**config.mk**
```make
export PLATFORM = sky130hd
export DESIGN_NAME = frame_tick_scheduler
export DESIGN_NICKNAME = d
export VERILOG_FILES = /design/src/rtl/frame_tick_pkg.sv /design/src/rtl/fts_channel.sv /design/src/rtl/frame_tick_scheduler.sv
export SDC_FILE = /design/constraint.sdc
export NUM_CORES = 1
export LEC_CHECK = 0
export BUFFER_PORTS_ARGS = -buffer_cell sky130_fd_sc_hd__buf_4
export CORE_MARGIN = 2
export CORE_UTILIZATION = 35
export DETAILED_ROUTE_END_ITERATION = 10
export GPL_TIMING_DRIVEN = 1
export PLACE_DENSITY = 0.59
export SYNTH_ARGS = -nofsm -noshare
export SYNTH_HDL_FRONTEND = slang
export SYNTH_SLANG_ARGS = --single-unit
```
**constraint.sdc**
```tcl
create_clock -name clk -period 5.8 [get_ports clk]
set_input_delay 1.45 -clock clk [delete_from_list [all_inputs] [get_ports clk]]
set_output_delay 1.45 -clock clk [all_outputs]
set_load 0.01 [all_outputs]
```
**src/rtl/frame_tick_pkg.sv**
```systemverilog
// Shared constants for the frame tick scheduler: default sizing and the channel IDs used by
// the game logic.
package frame_tick_pkg;

  localparam int unsigned FTS_NUM_CH      = 4;
  localparam int unsigned FTS_DIV_W       = 8;
  localparam int unsigned FTS_FRAME_CNT_W = 16;

  localparam int unsigned FTS_CH_MARCH = 0;
  localparam int unsigned FTS_CH_SHOT  = 1;
  localparam int unsigned FTS_CH_UFO   = 2;
  localparam int unsigned FTS_CH_BLINK = 3;

  // Channel-select width; a single channel still gets a 1-bit select.
  function automatic int unsigned fts_ch_w(input int unsigned num_ch);
    return (num_ch > 1) ? $clog2(num_ch) : 1;
  endfunction

endpackage

```
**src/rtl/fts_channel.sv**
```systemverilog
// One tick channel: down-counter reloaded from its period, one-shot latch and registered tick.
module fts_channel #(
  parameter int unsigned DIV_W = 8
) (
  input  logic             clk,
  input  logic             rst,
  input  logic             frame,
  input  logic             ch_enb,
  input  logic             oneshot,
  input  logic             load,
  input  logic [DIV_W-1:0] load_period,
  output logic             tick
);

  logic [DIV_W-1:0] count_q;
  logic [DIV_W-1:0] period_q;
  logic             done_q;
  logic             tick_q;
  logic             qual;

  assign qual = frame && ch_enb && !done_q;
  assign tick = tick_q;

  always_ff @(posedge clk) begin
    if (rst) begin
      count_q  <= '0;
      period_q <= '0;
      done_q   <= 1'b0;
      tick_q   <= 1'b0;
    end else begin
      tick_q <= 1'b0;
      // A load takes priority over a coincident frame: no tick, no decrement.
      if (load) begin
        period_q <= load_period;
        count_q  <= load_period;
        done_q   <= 1'b0;
      end else if (qual) begin
        if (count_q == '0) begin
          tick_q  <= 1'b1;
          count_q <= period_q;
          if (oneshot) done_q <= 1'b1;
        end else begin
          count_q <= count_q - 1'b1;
        end
      end
    end
  end

endmodule

```
**src/rtl/frame_tick_scheduler.sv**
```systemverilog
// Multi-channel frame-synchronous tick generator. Define FTS_FRAME_COUNT_EN to add the
// qualified-frame counter output frame_cnt.
module frame_tick_scheduler
  import frame_tick_pkg::*;
#(
  parameter int unsigned NUM_CH      = FTS_NUM_CH,
  parameter int unsigned DIV_W       = FTS_DIV_W,
`ifdef FTS_FRAME_COUNT_EN
  parameter int unsigned FRAME_CNT_W = FTS_FRAME_CNT_W,
`endif
  localparam int unsigned CH_W       = fts_ch_w(NUM_CH)
) (
  input  logic              clk,
  input  logic              rst,
  input  logic              frame_start,
  input  logic              enb,
  input  logic [NUM_CH-1:0] ch_enb,
  input  logic [NUM_CH-1:0] ch_oneshot,
  input  logic              load_valid,
  output logic              load_ready,
  input  logic [CH_W-1:0]   load_ch,
  input  logic [DIV_W-1:0]  load_period,
`ifdef FTS_FRAME_COUNT_EN
  output logic [FRAME_CNT_W-1:0] frame_cnt,
`endif
  output logic [NUM_CH-1:0] tick
);

  logic load_ready_q;
  logic load_acc;
  logic frame;

  assign load_ready = load_ready_q;
  assign load_acc   = load_valid && load_ready_q;
  assign frame      = frame_start && enb;

  always_ff @(posedge clk) begin
    if (rst) load_ready_q <= 1'b0;
    else     load_ready_q <= 1'b1;
  end

  // Out-of-range load_ch matches no channel, so such a load is accepted and dropped.
  for (genvar i = 0; i < NUM_CH; i++) begin : g_ch
    fts_channel #(
      .DIV_W(DIV_W)
    ) u_ch (
      .clk        (clk),
      .rst        (rst),
      .frame      (frame),
      .ch_enb     (ch_enb[i]),
      .oneshot    (ch_oneshot[i]),
      .load       (load_acc && (load_ch == CH_W'(i))),
      .load_period(load_period),
      .tick       (tick[i])
    );
  end

`ifdef FTS_FRAME_COUNT_EN
  logic [FRAME_CNT_W-1:0] frame_cnt_q;

  assign frame_cnt = frame_cnt_q;

  always_ff @(posedge clk) begin
    if (rst)        frame_cnt_q <= '0;
    else if (frame) frame_cnt_q <= frame_cnt_q + 1'b1;
  end
`endif

endmodule

```
# Yosys cells after proc, flatten, opt, wreduce, memory -nomap -nowiden

Index checks and enable logic that the tools add are counted.

Logic and storage cells: 84
Register bits after elaboration: 73
Output and inout port bits: 5
Input port bits: 23

$add $sub $neg: 4
Reductions and logical operators: 39
Multiplexer cells: 17
Eq/ne operators: 3
Bitwise operators: 4

Operators by type and width:

| cell                | count |
|---|---|
| $mux 8              | 12 |
| $logic_not 8->1     | 4 |
| $sub 8x1->8 const B | 4 |
| $logic_and 1x1->1   | 14 |
| $reduce_and 3->1    | 4 |
| $reduce_or 3->1     | 4 |
| $reduce_bool 2->1   | 4 |
| $reduce_or 2->1     | 4 |
| $mux 1              | 5 |
| $eq 2x2->1 const B  | 2 |
| $logic_not 1->1     | 4 |
| $not 1->1           | 4 |
| $eq 2x1->1 const B  | 1 |
| $logic_not 2->1     | 1 |

# Depth between registers and ports, before layout

Gate-level depths: netlist of the first run.

Depth after elaboration: 5
Depth in mapped cells: 8
Depth with buffers taken out: 6

# Hierarchy

A second synthesis of the first run with hierarchy kept.

Cells, all modules: 431
Area total of the unflattened synthesis: 3,783.6 µm²

By module, submodules not included:

| module               | times used | seq. area each (µm²) | area an instance (µm²) | cells each |
|---|---|---|---|---|
| fts_channel          | 4          | 360.3                | 927.1                  | 106 |
| frame_tick_scheduler | 1          | 20.0                 | 75.1                   | 7 |

# Worst setup path before layout of the first run

OpenSTA, ideal clock, no wires.

Kind: in2reg
From: in load_ch[1]
To: reg g_ch[0].u_ch.count_q[5]
Stages: 5
Required time: 5.708 ns
Library setup time: 0.092 ns
Data arrival time: 2.497 ns
Path buffers: 1
Setup slack: 3.211 ns
Path through: nor4bb_1 clkbuf_1 nand2_1 a21boi_0 o32ai_1

Word-level cells in the longest chain between the ends: 3
Elaborated cells between the ends (all ways): 4
Those cells by class: 1 x mux; 3 x reduce/logical

Ends and longest elaborated chain:

| what                                        | RTL line                   | source |
|---|---|---|
| start, declared                             | frame_tick_scheduler.sv:21 | `input logic [CH_W-1:0] load_ch,` |
| $logic_not 2->1 (*)                         | frame_tick_scheduler.sv:52 | `.load (load_acc && (load_ch == CH_W'(i))),` |
| $logic_and 1x1->1 (*)                       | frame_tick_scheduler.sv:52 |  |
| $mux 8 or $reduce_bool 2->1 (tied branches) | -                          |  |
| end signal, assigned                        | fts_channel.sv:35          | `count_q <= load_period;` |
| end signal, assigned                        | fts_channel.sv:40          | `count_q <= period_q;` |
| end signal, assigned                        | fts_channel.sv:43          | `count_q <= count_q - 1'b1;` |
| end, declared                               | fts_channel.sv:15          | `logic [DIV_W-1:0] count_q;` |

Every way passes the cells marked *; elsewhere a longest branch is shown, timed or not.
A chain may end at the register's enable or synchronous reset.

# Worst setup path in the final report of the first run

From: in load_ch[0]
To: reg g_ch[0].u_ch.count_q[5]

Same word-level chain as after synthesis.

==> out/metrics.cfg, run 1 <==
[outcome]
status=completed

[power_and_ir_drop]
p_leak_uw=0.00155
finalPower_uw=1260
vdd_drop_max_v=0.000118
powerDensity_nw_per_um2=299

[cells_and_area]
seq_area_um2=1460
syn_to_final_growth_pct=12.6
layout-drive-gt1-share=0.117
fillers=1081
final_area_um2=4210
antenna_cells_inserted=0
fin_util=0.406
nets=504
multi_input_area_um2=2110

[sta]
drv_slew=0
rsz0062_at_grt=false
clock.fmax_ghz=0.375
setup_ws_ns=3.13
period_minus_slack_ns=2.67
finClkSkew_ns=0.00963
relSlewSlack=0.522
hold_violations=0
fin_crit_sh=0.460
setup_tns_ns=0
finalSetupViolCount=0
worstMarginPinSlew_ns=0.716

[placed_design]
io_buffers=27
gp_congestion=0.848
hpwlAfterDp_um=6680
pre_cts_slack_ns=2.78
placed_area_um2=3990

[clock_tree]
clock-sinks=73
clockBufferDepth=2
cts_max_level=3
cts.clk_slew.worst_paths_ns=0.08
worstSkewPairLatency_ns=0.35
cts_setup_buffers=0
cts_tree=built
numCtsBuffers=9
cts_resized=0
cts-root-buf=clkbuf_8
postCtsHoldBufs=0

[route]
drtAntennaViolNets=0
post_drt_via_cell_ratio=5.64
drc=0
drt_iter0_drc=185
wl_um=10000
wire_per_inst_um=16.3
first_pass_iters=5
num_vias=3457

[yosys]
syn_area_per_cell_um2=8.11
async_flop_share=0
synth-warning-count=0
synth-edff-count=0
yosysSeqAreaShare=0.391
netlist-cell-type-count=60
synth_seq_cells=73
syn-cell-area_um2=3740
syn_inst=461
syn-num-nets=492
synth_top_flop_cell=dfxtp_1

[die]
start_util=0.361
io_pins=28
fp.dieW_um=107
die_h_um=107
die-area_um2=11500
num_rows=37
coreArea_um2=10400

[grt]
gr-usage-all-layers=0.182
overflow=0
grt_max_degree=66
antenna_found_initial=0
grt_pass1_wl_um=16500
grt_pass1_vias=3190

[min_path]
holdCritPathClass=register to register
min_path_cells=2
hold_end=g_ch[3].u_ch.period_q[2]
hp-start=g_ch[3].u_ch.period_q[2]

[worst_setup_path]
r2r-start=g_ch[0].u_ch.count_q[0]
worstPathMaxFanout=12
cp-start-kind=input port
r2r_slack_ns=3.69
r2r_cells=6
cp_data_required_time_ns=5.99
end_kind=register
worstSetupPathType=input port to register
reg2reg_to=g_ch[0].u_ch.count_q[1]
worstPathArrival_ns=2.86

[run]
drv_cap=0

[flip-flops by register name (all words and copies together) (netlist names)]
signal and flops:
g_ch.u_ch.count_q 32, g_ch.u_ch.done_q 4, g_ch.u_ch.period_q 32, g_ch.u_ch.tick 4
load_ready 1
[kinds of logic after synthesis]
kind of cell | after synthesis | synth area share
XOR/XNOR | 12 | 0.0281
buffers and inverters | 38 | 0.0468
adder cells (fa/ha/maj) | 8 | 0.0268
AO/OA/AOI/OAI | 137 | 0.235
flip-flops | 73 | 0.391
multiplexers | 8 | 0.0221
AND/OR/NAND/NOR | 185 | 0.250
[placed cells by master (no fill, tap or decap), drive strengths merged, types with 6 or more instances in the layout]
master,Yosys,routed
nand2,78,78
nor2,28,28
dfxtp,73,73
nand3,7,7
or3,8,8
nor3,16,16
clkbuf,16,10
a21boi,9,9
inv,11,11
o22ai,8,8
a31oi,6,6
mux2i,6,6
xor2,9,9
o21ai,24,24
o32ai,6,6
buf,11,28
a21oi,48,48
nand4b,6,6
ha,8,8
[Yosys cell counts (3+ instances only)]
cell type | n | area share
nand2_1 | 78 | 0.078
dfxtp_1 | 73 | 0.39
a21oi_1 | 46 | 0.062
nor2_1 | 27 | 0.027
clkbuf_1 | 16 | 0.016
nor3_1 | 16 | 0.021
o21ai_0 | 15 | 0.020
inv_1 | 10 | 0.010
o21ai_1 | 9 | 0.012
xor2_1 | 9 | 0.021
ha_1 | 8 | 0.027
o22ai_1 | 8 | 0.013
or3_1 | 8 | 0.013
a21boi_0 | 7 | 0.014
nand3_1 | 7 | 0.0094
a31oi_1 | 6 | 0.010
mux2i_1 | 6 | 0.016
nand4b_1 | 6 | 0.014
a211oi_1 | 5 | 0.010
o211ai_1 | 5 | 0.010
o32ai_1 | 5 | 0.012
or4_1 | 5 | 0.010
a21o_1 | 4 | 0.0080
a41oi_1 | 4 | 0.0094
and4b_1 | 4 | 0.011
buf_4 | 4 | 0.0080
nor2b_1 | 4 | 0.0067
nor3b_1 | 4 | 0.0080
o41ai_1 | 4 | 0.0094
and2_1 | 3 | 0.0050
buf_1 | 3 | 0.0030
nand2b_1 | 3 | 0.0050
o221ai_1 | 3 | 0.0070
o2bb2ai_1 | 3 | 0.0070
or2_1 | 3 | 0.0050
or3b_2 | 3 | 0.0070
xnor2_1 | 3 | 0.0070
[per-layer routing]
metal / wire (µm) / GRT usage / vias up
li1: - / - / 1700
met1: 4750 / 0.250 / 1658
met2: 4540 / 0.289 / 87
met3: 549 / 0.0418 / 12
met4: 163 / 0.0467 / 0
met5: 0 / 0 / -
[worst max-delay path by stage]
| stage | from | to | slack (ns) | cells after the start |
|---|---|---|---|---|
| floorplan | load_ch[1] | g_ch[0].u_ch.count_q[5] | 3.21 | 5 |
| global placement | load_ch[0] | g_ch[0].u_ch.count_q[5] | 2.89 | 5 |
| detailed placement | load_ch[0] | g_ch[0].u_ch.count_q[5] | 2.78 | 5 |
| CTS | load_ch[0] | g_ch[0].u_ch.count_q[5] | 3.14 | 5 |
| global route | load_ch[0] | g_ch[0].u_ch.count_q[4] | 3.02 | 5 |
| finish | load_ch[0] | g_ch[0].u_ch.count_q[5] | 3.13 | 5 |
[stage by stage]
step,hold slack [ns],instances
6_report,0.459,613
5_1_grt,0.485,613
4_1_cts,0.459,613
3_5_place_dp,0.448,598
3_3_place_gp,0.445,598
2_1_floorplan,0.433,461
[final cells by class]
type / instances / share of cell area
Multi-Input combinational cell: 350 / 0.501
Timing Repair Buffer: 28 / 0.0499
Tap cell: 136 / 0.0404
Clock buffer: 10 / 0.0327
Clock inverter: 5 / 0.0190
Inverter: 11 / 0.00981
Sequential cell: 73 / 0.347
[critical path: stages]
cell       delay [ns]
buf_4            0.13
nand4bb_1        0.55
and2_1           0.41
a21boi_0         0.20
o32ai_1          0.11
[report_power, final]
part	switching, µW	leakage, µW	internal [µW]	total (µW)
clock	191	0.000104	251	441
sequential	22.9	0.000593	523	546
combinational	161	0.000849	109	270
(Power assumes the default switching activity.)
==> inputs of run 2 (changes only) <==
Settings changed: ABC_AREA set to 1.
Clock period 5.8 ns to 2.6 ns, I/O delays scaled along.
==> run 2 against run 1 <==
- clock power increased to 2.6 times the previous value
- synthesized area rose by 5.8%
- non-clock buffer count is the same
- largest cell class unchanged
- register-to-register slack worse by 2.6 ns
- die area is 5.6% higher
- cell area is 8.1% higher
- highest routed layer unchanged
- first-iteration DRC count increased by 1.1%
- sequential power rose by 120%
- global-route usage about the same
- combinational power grew to 2.9 times the previous value
- utilization rose by 1.0 points
==> out/metrics.cfg, run 2 <==
[outcome]
status=completed

[cells_and_area]
reg_top3=g_ch.u_ch.count_q (32), g_ch.u_ch.period_q (32)
antenna_cells_inserted=0
syn_to_final_growth_pct=15.0
layout-drive-gt1-share=0.118
final_area_um2=4550
seq_area_um2=1460
fin_util=0.416
fillers=1170
multi_input_area_um2=2020
final_cell_mix=nand2_1, inv_1, dfxtp_1, nand3_1, a21oi_1
final_common_cell=nand2_1
nets=638

[sta]
drv_slew=0
worstMarginPinSlew_ns=0.378
clock.fmax_ghz=0.657
fin_crit_sh=0.586
finalSetupViolCount=0
rsz0062_at_grt=false
finClkSkew_ns=0.00320
hold_slack_ns=0.474
setup_tns_ns=0
period_minus_slack_ns=1.52
hold_violations=0
relSlewSlack=0.748

[die]
coreArea_um2=10900
die-area_um2=12200
die_h_um=110
fp.dieW_um=110
start_util=0.362
num_rows=38
io_pins=28

[yosys]
synth_common_cells=nand2_1, inv_1, dfxtp_1
netlist-cell-type-count=25
synth_top_area_frac=0.369
synth_top_flop_cell=dfxtp_1
synth-edff-count=0
syn-num-nets=610
yosysSeqAreaShare=0.369
async_flop_share=0
syn_inst=579
yosysTopAreaCell=dfxtp_1
syn_area_per_cell_um2=6.84
synth_seq_cells=73
ys_top_cells_by_area=dfxtp_1, nand2_1, inv_1, nand3_1, a21oi_1
synth_most_common_cell=nand2_1
syn-cell-area_um2=3960
synth-warning-count=0

[power_and_ir_drop]
vdd_drop_max_v=0.000383
p_leak_uw=0.00192
finalPower_uw=3130
powerDensity_nw_per_um2=688

[grt]
grtUsageMet2=0.295
busiest_layer=met2
overflow=0
grt_pass1_wl_um=17000
met1_usage=0.238
antenna_found_initial=0
use_met3=0.0423
grt_max_degree=35
grt_pass1_vias=3581
gr-usage-all-layers=0.182

[clock_tree]
clockBufferDepth=2
cts_resized=0
clock-sinks=73
numCtsBuffers=9
cts_max_level=3
postCtsHoldBufs=0
cts.clk_slew.worst_paths_ns=0.05
cts-root-buf=clkbuf_16
cts_setup_buffers=0
cts_tree=built
worstSkewPairLatency_ns=0.33

[worst_setup_path]
crit_path_top_delay_cell=nand2_1
cp-start-kind=input port
slowest_delay_ns=0.35
worstPathArrival_ns=1.72
worstPathMaxFanout=34
end_kind=register
cp_data_required_time_ns=2.80
path_buf_inv=2
crit_path_cell_trace=buf_4 -> clkinv_1 -> nand2_1 -> o22ai_1
worstSetupPathType=input port to register
cp_top_family=buffers and inverters

[min_path]
holdCritPathClass=register to register

[route]
first_pass_iters=4
post_drt_via_cell_ratio=5.10
num_vias=3826
drt_iter0_drc=187
drtAntennaViolNets=0
drc=0
wire_per_inst_um=13.6
wl_um=10200

[placed_design]
placed_area_um2=4290
io_buffers=27
gp_congestion=0.804
hpwlAfterDp_um=7530

[run]
drv_cap=0

[run 2: worst paths after layout]
check,startpoint,to,slack (ns),depth (start not counted)
setup / recovery,rst,g_ch[2].u_ch.period_q[3],1.08,4
setup reg to reg,g_ch[2].u_ch.count_q[0],g_ch[2].u_ch.count_q[4],1.13,8
hold / removal,g_ch[1].u_ch.done_q,g_ch[1].u_ch.done_q,0.47,2
hold reg to reg,g_ch[1].u_ch.done_q,g_ch[1].u_ch.done_q,0.47,2
[run 2: logic make-up after synthesis]
kind of cell | share of synthesized area
AOI/OAI and AO/OA | 0.166
xor gates and xnor gates | 0.00885
adders and majority gates | 0.0253
buffers and inverters | 0.120
DFF | 0.369
and+or+nand+nor | 0.310
[run 2: worst min-delay path, stage by stage, from the launching register on]
cell and delay, ns:
dfxtp_1 0.30, inv_1 0.06, a21oi_1 0.06
[run 2: layer usage]
metal / wire length, µm / vias to the layer above
li1: - / 1930
met1: 4710 / 1790
met2: 4760 / 91
met3: 608 / 15
met4: 157 / 0
met5: 0 / -
[run 2: stage by stage]
step / instances / setup WS [ns]
global placement: 736 / 0.787
global route: 750 / 1.00
CTS: 750 / 1.09
detailed placement: 736 / 0.746
finish: 750 / 1.08
floorplan: 579 / 1.19
[run 2: power by group]
part	switching [µW]	total (µW)	internal [µW]
combinational	503	771	268
clock	449	1140	689
sequential	47.8	1220	1170
[run 2: layout make-up]
type / count / share of cell area
timing repair buffer: 28 / 0.0462
sequential: 73 / 0.321
clock buffer: 14 / 0.0580
inverter: 109 / 0.0921
tap: 140 / 0.0385
multi-input combinational: 386 / 0.444
